--- src/rtl/st2_pkg.sv ---
// ---------------------------------------------------------------------------
// st2_pkg
// Shared definitions for the stage-2 branch controller:
//   - br_type encodings (BEQ / BGT / BLT / reserved)
//   - cmp_result encodings from the external comparator
//   - controller FSM state enum
//   - width of the optional statistics counters and a saturating increment
// ---------------------------------------------------------------------------
package st2_pkg;

    // Branch condition encodings carried with the stage-2 instruction.
    typedef enum logic [1:0] {
        BR_BEQ  = 2'b00,
        BR_BGT  = 2'b01,
        BR_BLT  = 2'b10,
        BR_RSVD = 2'b11
    } br_type_e;

    // Comparator verdict for op1 versus reg15.
    typedef enum logic [1:0] {
        CMP_EQ  = 2'b00,
        CMP_GT  = 2'b01,
        CMP_LT  = 2'b10,
        CMP_INV = 2'b11
    } cmp_e;

    // Controller states.
    typedef enum logic [1:0] {
        ST_IDLE      = 2'b00,
        ST_WAIT_OPND = 2'b01,
        ST_RESOLVE   = 2'b10,
        ST_FLUSH     = 2'b11
    } st2_state_e;

    // Width of the optional branch statistics counters.
    localparam int STAT_W = 16;

    // Increment that sticks at all-ones instead of wrapping to zero.
    function automatic logic [STAT_W-1:0] sat_inc(input logic [STAT_W-1:0] value);
        logic [STAT_W-1:0] result;
        if (value == {STAT_W{1'b1}}) begin
            result = value;
        end else begin
            result = value + 16'd1;
        end
        return result;
    endfunction

endpackage : st2_pkg

--- src/rtl/st2_branch_eval.sv ---
// ---------------------------------------------------------------------------
// st2_branch_eval
// Purely combinational taken/not-taken decision for a stage-2 branch.
//
// Ports:
//   br_type    in  [1:0]  branch condition (BEQ/BGT/BLT/reserved)
//   cmp_result in  [1:0]  comparator verdict (EQ/GT/LT/invalid)
//   taken      out        branch condition satisfied
//   invalid    out        comparator reported an invalid result
//
// A reserved br_type or an invalid cmp_result never produces taken.
// ---------------------------------------------------------------------------
module st2_branch_eval
    import st2_pkg::*;
(
    input  logic [1:0] br_type,
    input  logic [1:0] cmp_result,
    output logic       taken,
    output logic       invalid
);

    logic taken_s;
    logic invalid_s;

    // Match branch condition against comparator verdict.
    always_comb begin
        taken_s   = 1'b0;
        invalid_s = (cmp_result == CMP_INV);
        case (br_type)
            BR_BEQ:  taken_s = (cmp_result == CMP_EQ);
            BR_BGT:  taken_s = (cmp_result == CMP_GT);
            BR_BLT:  taken_s = (cmp_result == CMP_LT);
            default: taken_s = 1'b0;
        endcase
    end

    assign taken   = taken_s;
    assign invalid = invalid_s;

endmodule : st2_branch_eval

--- src/rtl/st2_branch_ctrl.sv ---
// ---------------------------------------------------------------------------
// st2_branch_ctrl
// Stage-2 branch controller. Accepts a branch from the pipeline, waits for
// forwarded operands if needed, resolves taken/not-taken from the external
// comparator result and, when taken, redirects the PC and squashes IF/ID for
// one cycle.
//
// Parameters:
//   DATA_W    width of the branch target / PC
//   MAX_WAIT  cycles allowed in WAIT_OPND before the branch is abandoned
//
// Ports:
//   clk        in               rising-edge clock
//   rst        in               synchronous active-high reset
//   br_valid   in               stage-2 branch present
//   br_type    in  [1:0]        branch condition
//   br_target  in  [DATA_W-1:0] taken-branch PC
//   op_ready   in               comparator operands valid
//   cmp_result in  [1:0]        comparator verdict
//   stall      out              freeze IF/ID (combinational)
//   flush      out              squash IF/ID instruction
//   pc_sel     out              load pc_target into PC
//   pc_target  out [DATA_W-1:0] latched branch target
//   err        out              sticky: operand timeout or invalid compare
//   br_cnt     out [15:0]       branches resolved      (BRANCH_STATS_EN only)
//   taken_cnt  out [15:0]       taken branches         (BRANCH_STATS_EN only)
//
// Configuration macro: BRANCH_STATS_EN adds the saturating statistics
// counters and their output ports.
// ---------------------------------------------------------------------------
module st2_branch_ctrl
    import st2_pkg::*;
#(
    parameter int DATA_W   = 16,
    parameter int MAX_WAIT = 4
) (
    input  logic              clk,
    input  logic              rst,
    input  logic              br_valid,
    input  logic [1:0]        br_type,
    input  logic [DATA_W-1:0] br_target,
    input  logic              op_ready,
    input  logic [1:0]        cmp_result,
    output logic              stall,
    output logic              flush,
    output logic              pc_sel,
    output logic [DATA_W-1:0] pc_target,
    output logic              err
`ifdef BRANCH_STATS_EN
    ,
    output logic [STAT_W-1:0] br_cnt,
    output logic [STAT_W-1:0] taken_cnt
`endif
);

    // Wide enough to hold MAX_WAIT itself.
    localparam int CNT_W = (MAX_WAIT < 2) ? 1 : $clog2(MAX_WAIT + 1);

    st2_state_e        state_q;
    logic [CNT_W-1:0]  wait_cnt_q;
    logic [CNT_W-1:0]  wait_cnt_d;
    logic [1:0]        type_q;
    logic [DATA_W-1:0] target_q;
    logic              err_q;

    logic              taken_s;
    logic              invalid_s;
    logic              timeout_s;
    logic              stall_s;
    logic              redirect_s;

    // Decision logic operates on the latched branch type so that the
    // pipeline is free to change br_type once the branch is accepted.
    st2_branch_eval u_eval (
        .br_type    (type_q),
        .cmp_result (cmp_result),
        .taken      (taken_s),
        .invalid    (invalid_s)
    );

    // Next wait count and the abandon condition for WAIT_OPND.
    always_comb begin
        wait_cnt_d = wait_cnt_q + CNT_W'(1);
        timeout_s  = (wait_cnt_d == CNT_W'(MAX_WAIT));
    end

    // Controller FSM with its latched branch fields and sticky error.
    always_ff @(posedge clk) begin
        if (rst) begin
            state_q    <= ST_IDLE;
            wait_cnt_q <= {CNT_W{1'b0}};
            type_q     <= 2'b00;
            target_q   <= {DATA_W{1'b0}};
            err_q      <= 1'b0;
        end else begin
            case (state_q)
                ST_IDLE: begin
                    if (br_valid) begin
                        type_q     <= br_type;
                        target_q   <= br_target;
                        wait_cnt_q <= {CNT_W{1'b0}};
                        state_q    <= op_ready ? ST_RESOLVE : ST_WAIT_OPND;
                    end
                end
                ST_WAIT_OPND: begin
                    if (op_ready) begin
                        state_q <= ST_RESOLVE;
                    end else if (timeout_s) begin
                        // Operands never arrived: drop the branch, no redirect.
                        state_q    <= ST_IDLE;
                        err_q      <= 1'b1;
                        wait_cnt_q <= {CNT_W{1'b0}};
                    end else begin
                        wait_cnt_q <= wait_cnt_d;
                    end
                end
                ST_RESOLVE: begin
                    if (invalid_s) begin
                        err_q <= 1'b1;
                    end
                    state_q <= taken_s ? ST_FLUSH : ST_IDLE;
                end
                ST_FLUSH: begin
                    state_q <= ST_IDLE;
                end
                default: begin
                    state_q <= ST_IDLE;
                end
            endcase
        end
    end

    // Stall and redirect decode; both forced low while reset is asserted.
    always_comb begin
        stall_s    = 1'b0;
        redirect_s = 1'b0;
        if (rst) begin
            stall_s    = 1'b0;
            redirect_s = 1'b0;
        end else begin
            case (state_q)
                ST_IDLE:      stall_s    = br_valid;
                ST_WAIT_OPND: stall_s    = 1'b1;
                ST_RESOLVE:   stall_s    = 1'b1;
                ST_FLUSH:     redirect_s = 1'b1;
                default: begin
                    stall_s    = 1'b0;
                    redirect_s = 1'b0;
                end
            endcase
        end
    end

    assign stall     = stall_s;
    assign flush     = redirect_s;
    assign pc_sel    = redirect_s;
    assign pc_target = target_q;
    assign err       = err_q;

`ifdef BRANCH_STATS_EN
    logic [STAT_W-1:0] br_cnt_q;
    logic [STAT_W-1:0] taken_cnt_q;

    // Count every resolution and every resolution that leads to FLUSH.
    always_ff @(posedge clk) begin
        if (rst) begin
            br_cnt_q    <= {STAT_W{1'b0}};
            taken_cnt_q <= {STAT_W{1'b0}};
        end else if (state_q == ST_RESOLVE) begin
            br_cnt_q <= sat_inc(br_cnt_q);
            if (taken_s) begin
                taken_cnt_q <= sat_inc(taken_cnt_q);
            end
        end
    end

    assign br_cnt    = br_cnt_q;
    assign taken_cnt = taken_cnt_q;
`endif

endmodule : st2_branch_ctrl
--- config.mk ---
export PLATFORM = sky130hd
export DESIGN_NAME = st2_branch_ctrl
export DESIGN_NICKNAME = d
export VERILOG_FILES = /design/src/rtl/st2_pkg.sv /design/src/rtl/st2_branch_eval.sv /design/src/rtl/st2_branch_ctrl.sv
export SDC_FILE = /design/constraint.sdc
export NUM_CORES = 1
export LEC_CHECK = 0
export CAP_MARGIN = 20
export CORE_MARGIN = 2
export CORE_UTILIZATION = 31
export DETAILED_ROUTE_END_ITERATION = 10
export PLACE_DENSITY_LB_ADDON = 0.2
export SLEW_MARGIN = 20
export SYNTH_ARGS = -nofsm -noshare
export SYNTH_HDL_FRONTEND = slang
export SYNTH_SLANG_ARGS = --single-unit
--- constraint.sdc ---
create_clock -name clk -period 1.52 [get_ports clk]
set_input_delay 0.152 -clock clk [delete_from_list [all_inputs] [get_ports clk]]
set_output_delay 0.152 -clock clk [all_outputs]
set_load 0.005 [all_outputs]
==> results.yml <==
grt:
  grt_pass1_vias: 1251
  track_usage: 0.158
  grt_antenna_before_repair: 0
  grt_pass1_wl_um: 5390
  grt_start_max_net_pins: 19
  overflow: 0
logic_synthesis:
  ys_types: 32
  synth_enable_flop_cells: 0
  yosysMostFrequentCell: "nand2_1"
  seq_area_frac_synth: 0.402
  avgSynthCellArea_um2: 8.03
  syn_inst: 149
  synth_seq_cells: 24
  synthTopCellsByArea: "dfxtp_1 (40%), nand2_1 (13%), ha_1 (12%)"
  synth_commonest_cells: "nand2_1 (41), dfxtp_1 (24), a21oi_1 (23)"
  synth_ff_type: "dfxtp_1"
  synthesis.area_um2: 1200
  async_flop_share: 0
  yosys.area.top_type: "dfxtp_1"
  yosys.area.top_type_share: 0.402
  syn_nets: 184
  yosysWarnings: 0
worst_setup_path:
  worstSetupPathType: "reg -> reg"
  path_delay_family: "compound AO/OA/AOI/OAI gates"
  required_ps: 1670
  crit_buf_inv: 2
  path_depth: 7
  r2r_slack_ps: -40
  r2r_end: "state_q[0]"
  critPathMaxFanout: 5
  r2r_start: "state_q[0]"
  reg2reg_depth: 7
  critPathLaunch: "state_q[0]"
  crit_arrival_ps: 1720
  max_stage_delay_ps: 360
  cp_slowest_cell: "dfxtp_2"
  endpoint_kind: "register"
  crit_chain: "buf_6 -> inv_4 -> ha_4 -> and2b_2 -> a311o_1 -> a21oi_2 -> a221oi_2"
  cp-endpoint: "state_q[0]"
  startpoint_type: "register"
finish:
  syn_to_final_growth_pct: 68.9
  antennaDiodeCount: 0
  drive_gt1_frac: 0.260
  layout.nets: 251
  multi_input_area_um2: 744
  final_core_util: 0.548
  seqCellArea_um2: 483
  fill_cells: 351
placed_design:
  dp_slack_ps: -138
  io_buffers: 43
  dp_hpwl_um: 2280
  gp_congestion: 0.809
sta:
  hold_viol: 0
  setup_viol: 4
  fin_crit_sh: 1.03
  relSlewSlack: 0.817
  tns_ps: -105
  whs_ps: 417
  layout_min_cycle_time_ps: 1560
  rsz0062_at_grt: "true"
  fin_skew_ps: 4.23
  maxSlewViolCount: 0
  worstMarginPinSlew_ps: 271
  fmax_ghz: 0.640
  layout_setup_ws_ps: -42.6
routing:
  ant_nets: 0
  drc: 0
  top_layer: "met4"
  drtIter0Drc: 53
  first_pass_iters: 4
  wl_met1_um: 1390
  wl_met2_um: 1680
  vias: 1243
  wirelength_um: 3300
  viasPerCell: 4.73
  wl_per_cell_um: 12.6
  met3_length_um: 193
pwr:
  power.total_mw: 3.09
  cellPowerDensity_nw_per_um2: 1530
  cellLeakagePower_nw: 0.808
  ir_worst_vdd_uv: 575
clocking:
  cts.sinks: 24
  cts_root_buffer: "clkbuf_8"
  clock_latency_ps: 270
  cts.hold.buffers_added: 0
  cts_tree: "yes"
  h-tree-depth: 1
  cts_made_buffers: 3
  path_clk_slew_ps: 90
  clockBufferDepth: 2
floorplanning:
  pin_count: 44
  die_h_um: 66.1
  fp.dieW_um: 66.1
  start_util: 0.324
  coreArea_um2: 3690
  die_area_um2: 4370
  row_count: 22
hold_path:
  hold_class: "in -> reg"
  min_path_cells: 3
run:
  maxCapViolCount: 0
run_status:
  violations: "setup timing"
  outcome: "complete, but fails checks"
## per-layer routing
layer,track usage,up-vias
met3,0.0443,6
li1,-,628
met2,0.281,30
met5,0,-
met1,0.185,579
met4,0.0408,0
## sequential cells by signal, indices dropped and copies added (netlist names)
name / count
err: 1
pc_target: 16
state_q: 2
type_q: 2
wait_cnt_q: 3
## layout by cell type (no fill, tap or decap), types with 2 or more instances in the layout
| cell type | count |
|---|---|
| a21oi_1 | 22 |
| a31oi_1 | 2 |
| buf_4 | 25 |
| buf_6 | 2 |
| clkbuf_2 | 2 |
| clkbuf_8 | 3 |
| clkdlybuf4s50_1 | 40 |
| dfxtp_1 | 22 |
| dfxtp_2 | 2 |
| ha_1 | 7 |
| ha_4 | 4 |
| inv_1 | 7 |
| nand2_1 | 40 |
| nand2b_1 | 2 |
| nor2_1 | 2 |
| nor3b_2 | 2 |
## worst min-delay path: stages
cell             delay, ps
clkdlybuf4s50_1        390
nand2_1                 50
a21oi_1                 50
## worst min path at each step
stage                              from       endpoint  slack (ps)
final                     br_target[14]  pc_target[14]         420
after CTS                 br_target[14]  pc_target[14]         420
after detailed placement   pc_target[0]   pc_target[0]         450
after floorplan           br_target[10]  pc_target[10]         280
after global routing       br_target[7]   pc_target[7]         430
after global placement     pc_target[8]   pc_target[8]         440
## report_power, final
part	switching [mW]	internal, mW	total, mW	leakage [nW]
sequential	0.0785	0.771	0.850	0.197
combinational	0.741	0.927	1.67	0.575
clock	0.216	0.352	0.568	0.0357
## logic make-up after synthesis
group | after synthesis | share of synthesized area
AND/OR/NAND/NOR | 61 | 0.235
XOR/XNOR | 1 | 0.00732
buffers and inverters | 17 | 0.0711
adder cells (fa/ha/maj) | 11 | 0.115
flip-flops | 24 | 0.402
AO/OA/AOI/OAI | 35 | 0.169
## layout make-up
class / count / share of cell area
clock buffers: 3 / 0.0204
clock inverters: 1 / 0.0149
flip-flops and latches: 24 / 0.239
multi-input cells: 108 / 0.368
well taps: 48 / 0.0297
repair buffers: 70 / 0.310
inverters: 9 / 0.0180
## per-stage QoR
| step | area (µm²) | instances |
|---|---|---|
| floorplan | 1200 | 149 |
| global placement | 1770 | 250 |
| detailed placement | 1770 | 250 |
| CTS | 1940 | 259 |
| global route | 2020 | 263 |
| finish | 2020 | 263 |
## timing repair
item | CTS | global route
setup buffers | 5 | 4
pin swaps | 5 | 7
endpoints found under the setup margin | 7 | 9
resized for setup | 24 | 15
No activity file was read; power rests on OpenSTA's default activity.
==> RTL edit, RTL diff (same flow settings) <==
The option `BRANCH_STATS_EN` is turned on by a define.
--- a/src/rtl/st2_branch_ctrl.sv
+++ b/src/rtl/st2_branch_ctrl.sv
@@ -28,6 +28,8 @@
 // Configuration macro: BRANCH_STATS_EN adds the saturating statistics
 // counters and their output ports.
 // ---------------------------------------------------------------------------
+`define BRANCH_STATS_EN
+
 module st2_branch_ctrl
     import st2_pkg::*;
 #(
Behaviour (old outputs only; new: br_cnt and taken_cnt): unchanged (Yosys induction, for registers that start in step).
==> RTL edit against the unedited design <==
The flow still finishes with violations (negative setup slack); sequential cell count is 32 higher; synthesized cell count is 120% higher; area after synthesis is 130% higher; critical path depth stayed put; total power is 21% higher; core utilization is 0.55 points lower; routed wire length is 130% higher; worst hold slack worse by 0.18 ns; via count is 130% higher; largest power group is now sequential cells; worst setup slack worse by 0.45 ns; cell area is 130% higher.
==> RTL edit: results (changes against the unedited design) <==
[metrics] outcome: complete, but fails checks
[metrics] Int Pwr: 2600 uW (+27%)
[metrics] final sum of negative setup slack: -6.59 ns (-6.48 ns)
[metrics] vias in the first global route: 2,733 (+120%)
[metrics] maximum fanout along the worst path: 3 (-2)
[metrics] Clock Power Share: 0.232 (+0.048)
[metrics] crit path max-delay cell type: or4b_4
[metrics] mean routed wirelength per cell: 12.7 um (+1.3%)
[metrics] Starting DRT DRC Count: 79 (+49%)
[metrics] largest net degree at the start of global routing: 31 (+12)
[metrics] fin nets: 519 (+110%)
[metrics] GR Util All Layers: 0.151 (-0.00649)
[metrics] Tightest Pin Transition: 0.351 ns (+0.0794 ns)
[metrics] destination of the worst register-to-register timing path: taken_cnt[15]
[metrics] Port Buf Inserts: 75 (+74%)
[metrics] standard cell area after detailed placement: 0.00413 mm^2 (+130%)
[metrics] number of cells in the design after placement: 571 (+130%)
[metrics] commonest cells in the synthesized netlist: nand2_1 (58), dfxtp_1 (56), nor2_1 (37)
[metrics] number of nets produced by synthesis: 362 (+97%)
[metrics] violations in the final reports: negative setup slack
[metrics] Post-Route WL: 7.52 mm (+130%)
[metrics] number of buffers created by CTS: 5 (+2)
[metrics] setup slack at placement: -0.558 ns (-0.421 ns)
[metrics] Comb pwr share: 0.334 (-0.206)
[metrics] Post-Route Skew: 0.00931 ns (+0.00508 ns)
[metrics] final setup slack of the worst path: -0.489 ns (-0.446 ns)
[metrics] CP top delay family: simple AND/OR/NAND/NOR gates
[metrics] most area-consuming cells after synthesis: dfxtp_1 (41%), nand2_1 (8.0%), ha_1 (6.0%)
[metrics] setup-violating endpoint count in the final report: 32 (+28)
[metrics] number of distinct library cell variants in the gate-level netlist after synthesis: 45 (+41%)
[metrics] Detailed Place HPWL: 5.35 mm (+130%)
[metrics] launch point of the critical path: type_q[1]
[metrics] peak supply drop: 0.000449 V (-22%)
[metrics] Net Switching: 1120 uW (+7.8%)
==> RTL edit: final cells by class <==
type / count / area (um^2) / share of cell area
Clock buffer: 5 / 68.8 / 0.0148
Clock inverter: 3 / 22.5 / 0.00483
Inverter: 9 / 36.3 / 0.00779
Multi-Input combinational cell: 248 / 1810 / 0.388
Sequential cell: 56 / 1150 / 0.246
Tap cell: 108 / 135 / 0.0290
Timing Repair Buffer: 162 / 1440 / 0.310
==> RTL edit: how the worst min path moves through the flow <==
| stage | end | slack, ns | depth (start not counted) |
|---|---|---|---|
| final | taken_cnt[15] | 0.24 | 3 |
| after global routing | taken_cnt[15] | 0.25 | 3 |
| after CTS | taken_cnt[15] | 0.23 | 3 |
| after detailed placement | pc_target[5] | 0.45 | 2 |
| after global placement | pc_target[14] | 0.44 | 2 |
| after floorplan | type_q[0] | 0.28 | 2 |
==> RTL edit: timing repair <==
item | 4_1_cts | 5_1_grt
pin swaps | 12 | 32
buffers inserted | 4 | 9
resized for setup | 57 | 40
endpoints found under the setup margin | 29 | 41
==> RTL edit: per-layer routing <==
metal  vias to the layer above  routed length (um)  GRT usage
li1                       1444                   -          -
met1                      1304                3330      0.188
met2                        53                3730      0.258
met3                         9                 329     0.0360
met4                         0                 134     0.0491
met5                         -                   0          0
==> RTL edit: cell families after synthesis <==
| kind of cell | count (synthesis) | synth area share |
|---|---|---|
| AO/OA/AOI/OAI | 49 | 0.105 |
| XOR/XNOR | 24 | 0.0775 |
| adder cells (fa/ha/maj) | 13 | 0.0600 |
| buffers and inverters | 21 | 0.0314 |
| flip-flops | 56 | 0.413 |
| multiplexers | 3 | 0.0115 |
| AND/OR/NAND/NOR | 159 | 0.302 |
